==> config.mk <==
export PLATFORM = sky130hd
export DESIGN_NAME = mulu_m7q7_drv
export DESIGN_NICKNAME = d
export VERILOG_FILES = /design/src/rtl/mulu_drv_pkg.sv /design/src/rtl/mulu_drv_phase_timer.sv /design/src/rtl/mulu_m7q7_drv.sv
export SDC_FILE = /design/constraint.sdc
export NUM_CORES = 1
export LEC_CHECK = 0
export BUFFER_PORTS_ARGS = -buffer_cell sky130_fd_sc_hd__buf_2
export CORE_UTILIZATION = 35
export DETAILED_ROUTE_END_ITERATION = 8
export PLACE_DENSITY_LB_ADDON = 0.05
export SYNTH_ARGS = -nofsm -noshare
export SYNTH_HDL_FRONTEND = slang
export SYNTH_SLANG_ARGS = --single-unit
export TNS_END_PERCENT = 100
==> constraint.sdc <==
create_clock -name clk -period 2.5 [get_ports clk]
set_input_delay 0.25 -clock clk [delete_from_list [all_inputs] [get_ports clk]]
set_output_delay 0.25 -clock clk [all_outputs]
set_load 0.01 [all_outputs]
==> src/rtl/mulu_drv_pkg.sv <==
// Shared types and constants for the 7x7 unsigned multiplier-tile driver.
package mulu_drv_pkg;

  localparam int unsigned X_WIDTH         = 7;
  localparam int unsigned P_WIDTH         = 14;
  localparam int unsigned HALF_PERIOD_MAX = 15;
  localparam int unsigned CNT_WIDTH       = 4;

  typedef enum logic [2:0] {
    StIdle,
    StLdQ,
    StLdM,
    StRdLo,
    StRdHi,
    StDone
  } state_e;

  function automatic logic [P_WIDTH-1:0] mul_ref(input logic [X_WIDTH-1:0] a,
                                                 input logic [X_WIDTH-1:0] b);
    return P_WIDTH'(a) * P_WIDTH'(b);
  endfunction

endpackage

==> src/rtl/mulu_drv_phase_timer.sv <==
// Down-counter timing one tile-clock phase; reloads to HalfPeriod-1, holds at zero.
module mulu_drv_phase_timer
  import mulu_drv_pkg::*;
#(
  parameter int unsigned HalfPeriod = 2
) (
  input  logic clk_i,
  input  logic rst_ni,
  input  logic load_i,
  input  logic count_i,
  output logic tc_o
);

  logic [CNT_WIDTH-1:0] cnt_q, cnt_d;

  always_comb begin
    cnt_d = cnt_q;
    if (load_i) begin
      cnt_d = CNT_WIDTH'(HalfPeriod - 1);
    end else if (count_i && (cnt_q != '0)) begin
      cnt_d = cnt_q - CNT_WIDTH'(1);
    end
  end

  always_ff @(posedge clk_i or negedge rst_ni) begin
    if (!rst_ni) begin
      cnt_q <= '0;
    end else begin
      cnt_q <= cnt_d;
    end
  end

  assign tc_o = (cnt_q == '0);

endmodule

==> src/rtl/mulu_m7q7_drv.sv <==
// Drives an external 7x7 multiplier tile over a multiplexed bus and collects the product.
// Optional self-check of the product against m*q when MULU_DRV_CHECK_EN is defined.
module mulu_m7q7_drv
  import mulu_drv_pkg::*;
#(
  parameter int unsigned HALF_PERIOD = 2
) (
  input  logic               clk,
  input  logic               rst_n,
  input  logic               op_valid,
  output logic               op_ready,
  input  logic [X_WIDTH-1:0] op_m,
  input  logic [X_WIDTH-1:0] op_q,
  output logic               res_valid,
  input  logic               res_ready,
  output logic [P_WIDTH-1:0] res_p,
  output logic               res_err,
  output logic               tile_clk,
  output logic [X_WIDTH-1:0] tile_din,
  input  logic [X_WIDTH-1:0] tile_dout,
  output logic               busy
);

  state_e               state_q, state_d;
  logic [X_WIDTH-1:0]   m_q, m_d, q_q, q_d;
  logic [P_WIDTH-1:0]   p_q, p_d;
  logic                 op_ready_q, op_ready_d;
  logic                 tile_clk_q, tile_clk_d;
  logic [X_WIDTH-1:0]   tile_din_q, tile_din_d;
  logic                 tmr_load, tmr_count, tmr_tc;
  logic                 done_entry;

  mulu_drv_phase_timer #(
    .HalfPeriod(HALF_PERIOD)
  ) u_timer (
    .clk_i  (clk),
    .rst_ni (rst_n),
    .load_i (tmr_load),
    .count_i(tmr_count),
    .tc_o   (tmr_tc)
  );

  assign tmr_count = (state_q == StLdQ) || (state_q == StLdM) ||
                     (state_q == StRdLo) || (state_q == StRdHi);

  always_comb begin
    state_d    = state_q;
    m_d        = m_q;
    q_d        = q_q;
    p_d        = p_q;
    tmr_load   = 1'b0;
    done_entry = 1'b0;
    unique case (state_q)
      StIdle: begin
        if (op_valid && op_ready_q) begin
          m_d      = op_m;
          q_d      = op_q;
          state_d  = StLdQ;
          tmr_load = 1'b1;
        end
      end
      StLdQ: begin
        if (tmr_tc) begin
          state_d  = StLdM;
          tmr_load = 1'b1;
        end
      end
      StLdM: begin
        if (tmr_tc) begin
          state_d  = StRdLo;
          tmr_load = 1'b1;
        end
      end
      StRdLo: begin
        if (tmr_tc) begin
          p_d[X_WIDTH-1:0] = tile_dout;
          state_d          = StRdHi;
          tmr_load         = 1'b1;
        end
      end
      StRdHi: begin
        if (tmr_tc) begin
          p_d[P_WIDTH-1:X_WIDTH] = tile_dout;
          state_d                = StDone;
          done_entry             = 1'b1;
        end
      end
      StDone: begin
        if (res_ready) begin
          state_d = StIdle;
        end
      end
      default: state_d = StIdle;
    endcase

    // Tile-side outputs are registered from the next state so they never glitch.
    op_ready_d = (state_d == StIdle);
    tile_clk_d = (state_d == StLdM) || (state_d == StRdLo);
    case (state_d)
      StLdQ, StRdHi: tile_din_d = q_d;
      StLdM, StRdLo: tile_din_d = m_d;
      default:       tile_din_d = '0;
    endcase
  end

  always_ff @(posedge clk or negedge rst_n) begin
    if (!rst_n) begin
      state_q    <= StIdle;
      m_q        <= '0;
      q_q        <= '0;
      p_q        <= '0;
      op_ready_q <= 1'b0;
      tile_clk_q <= 1'b0;
      tile_din_q <= '0;
    end else begin
      state_q    <= state_d;
      m_q        <= m_d;
      q_q        <= q_d;
      p_q        <= p_d;
      op_ready_q <= op_ready_d;
      tile_clk_q <= tile_clk_d;
      tile_din_q <= tile_din_d;
    end
  end

`ifdef MULU_DRV_CHECK_EN
  logic err_q, err_d;

  always_comb begin
    err_d = err_q;
    if (done_entry && (p_d != mul_ref(m_q, q_q))) begin
      err_d = 1'b1;
    end
  end

  always_ff @(posedge clk or negedge rst_n) begin
    if (!rst_n) begin
      err_q <= 1'b0;
    end else begin
      err_q <= err_d;
    end
  end

  assign res_err = err_q;
`else
  logic unused_done_entry;
  assign unused_done_entry = done_entry;
  assign res_err = 1'b0;
`endif

  assign op_ready  = op_ready_q;
  assign res_valid = (state_q == StDone);
  assign busy      = (state_q != StIdle);
  assign res_p     = p_q;
  assign tile_clk  = tile_clk_q;
  assign tile_din  = tile_din_q;

endmodule

==> reports/results.tsv <==
metric	value	unit
grt_overflow	0	
crit_slowest_cell	or3_1	
fmax	477	MHz
route.met2.wl	1730	µm
ys_types	33	
fin_nets	225	
vdd_drop_max	0.462	mV
io_buffer_count	49	
grt_max_degree	45	
yosys.area_share.adder	0.663	%
cp_top_family	simple AND/OR/NAND/NOR gates	
rows	26	
wire_per_inst	13.0	µm
coreArea	5140	µm²
setup_ws	402	ps
setup_tns	0	ps
drtAntennaViolNets	0	
die_y	75.4	µm
dpl_cell_area	2150	µm²
synth_compound_area_share	6.10	%
synth_edf_count	0	
synth_ff_type	dfrtp_1	
grtUsageTotal	13.6	%
highest-signal-layer	met4	
ctsResizeCount	0	
fillers	515	
drc	0	
synthTopCellsByCount	44 x dfrtp_1, 19 x inv_1, 18 x mux2i_1, 14 x mux2_2, 7 x o22ai_1	
relSlewSlack	33.9	%
yosysSeqAreaShare	58.4	%
numCtsBuffers	5	
firstDrtPassIters	4	
status	finished clean	
worst_setup_path_start_kind	flop	
dp_slack	408	ps
power_density	1310	nW/µm²
start_util	36.7	%
required	2710	ps
vias_per_cell	4.60	
finalCriticalPeriod	2100	ps
dieWidth	75.4	µm
total_power	0.00296	W
antenna_found_initial	0	
met1_length	1580	µm
cts_setup_buffers	0	
synthArstFlopShare	100	%
maxSlewViolCount	0	
worstPathCellList	or3_1 -> nor2_8 -> and3b_1 -> o22ai_1	
fin_area	2260	µm²
synth_most_common_cell	dfrtp_1	
synth.area.mux_share	17.9	%
synth_top_area_share	58.4	%
path_clk_slew	90	ps
synth.avg_cell_area	12.7	µm²
insertion_delay	290	ps
synth-warning-count	0	
synth_top_area_cell	dfrtp_1	
syn2layout_area_growth	20.0	%
cts_tree	done	
place.gp.congestion	0.714	
io_pins	51	
critPathKind	reg -> reg	
syn_nets	175	
drive_gt1_share	38.5	%
cts.htree.levels	2	
synthesis.area	1890	µm²
critPathMaxStageDelay	560	ps
maxCapViolations	0	
hpwl	2470	µm
cts-root-buf	clkbuf_8	
grt_setup_unrepaired	no	
crit_fanout	20	
grt_first_pass_wirelength	5600	µm
hold_buffers	0	
cts_sinks	44	
met3WireLength	169	µm
skew	6.67	ps
setup_violations	0	
grt_pass1_vias	1166	
path_buf_inv	0	
p_leak	1.15	nW
critical_path_arrival	2310	ps
end_kind	flop	
cts_buffer_depth	2	
holdCritPathClass	in -> async	
synth_xor_area_share	0.464	%
hold_viol_final	0	
post-route-period-util	83.9	%
synth_top_family_by_area	multiplexers	
synth_area_leaders	dfrtp_1 58%, mux2i_1 9.5%, mux2_2 8.4%	
max_slew.worst_pin.slew	991	ps
dr_total_vias	1242	
synthSimpleGateAreaFrac	8.16	%
drt_wl_total	3520	µm
dieArea	5690	µm²
ys_seq_elements	44	
antenna_cells	0	
synth_cells	149	
drtIter0Drc	50	
[state kept, by name (all words and copies together), names as in the netlist]
| register | count |
|---|---|
| tile_din | 7 |
| q_q | 7 |
| m_q | 7 |
| u_timer.cnt_q | 4 |
| state_q | 3 |
| tile_clk | 1 |
| res_p | 14 |
| op_ready | 1 |
[cells in the final DEF, fill, tap and decap left out, types with 2 or more instances in the layout]
| master | instances |
|---|---|
| o21ai_0 | 4 |
| o21ai_1 | 2 |
| mux2_2 | 14 |
| buf_2 | 49 |
| a31oi_1 | 2 |
| buf_4 | 2 |
| dfrtp_1 | 44 |
| nand2_1 | 3 |
| mux2i_1 | 18 |
| nor2_1 | 6 |
| inv_1 | 19 |
| nand3_1 | 5 |
| clkbuf_8 | 5 |
| o22ai_1 | 7 |
[cell type report]
cell class                      count  area [µm²]  share of cell area [%]
Clock buffer                        5        68.8                    3.04
Inverter                           19        71.3                    3.15
Sequential cell                    44        1100                    48.6
Tap cell                           70        87.6                    3.87
Clock inverter                      3        42.5                    1.88
Timing Repair Buffer               51         260                    11.5
Multi-Input combinational cell     78         632                    27.9
[worst paths after layout]
kind / startpoint / endpoint / slack [ps] / cells after the start
min reg2reg: m_q[5] / m_q[5] / 480 / 2
min in group clk: op_m[0] / m_q[0] / 190 / 3
min: rst_n / u_timer.cnt_q[2] / 110 / 1
max: state_q[0] / tile_din[0] / 400 / 4
max reg2reg: state_q[0] / tile_din[0] / 400 / 4
max in group asynchronous: rst_n / res_p[3] / 1770 / 1
[metal layers]
metal,GRT usage [%],vias up
met3,4.37,4
li1,-,603
met4,4.94,0
met1,17.8,610
met5,0,-
met2,21.3,25
[where the power goes]
group / total, W / internal [W] / leakage, nW / switching, W
clock network: 0.000537 / 0.000296 / 0.0541 / 0.000242
logic: 0.00118 / 0.000540 / 0.562 / 0.000638
registers: 0.00124 / 0.00106 / 0.535 / 0.000184
[kinds of logic (layout without fill, tap and decap cells)]
| group | after synthesis | in the layout |
|---|---|---|
| AO/OA/AOI/OAI | 19 | 19 |
| multiplexers | 32 | 32 |
| flip-flops | 44 | 44 |
| XOR/XNOR | 1 | 1 |
| adder cells (fa/ha/maj) | 1 | 1 |
| AND/OR/NAND/NOR | 24 | 24 |
| buffers and inverters | 27 | 78 |
| other | 1 | 1 |
[per-stage QoR]
step,std cells,hold slack [ps],utilization [%]
6_report,270,114,44.0
5_1_grt,270,179,44.0
4_1_cts,270,136,44.0
3_5_place_dp,262,466,41.9
3_3_place_gp,262,451,41.9
2_1_floorplan,149,-45.6,-
Note: power is estimated with default switching activity, not from simulation.
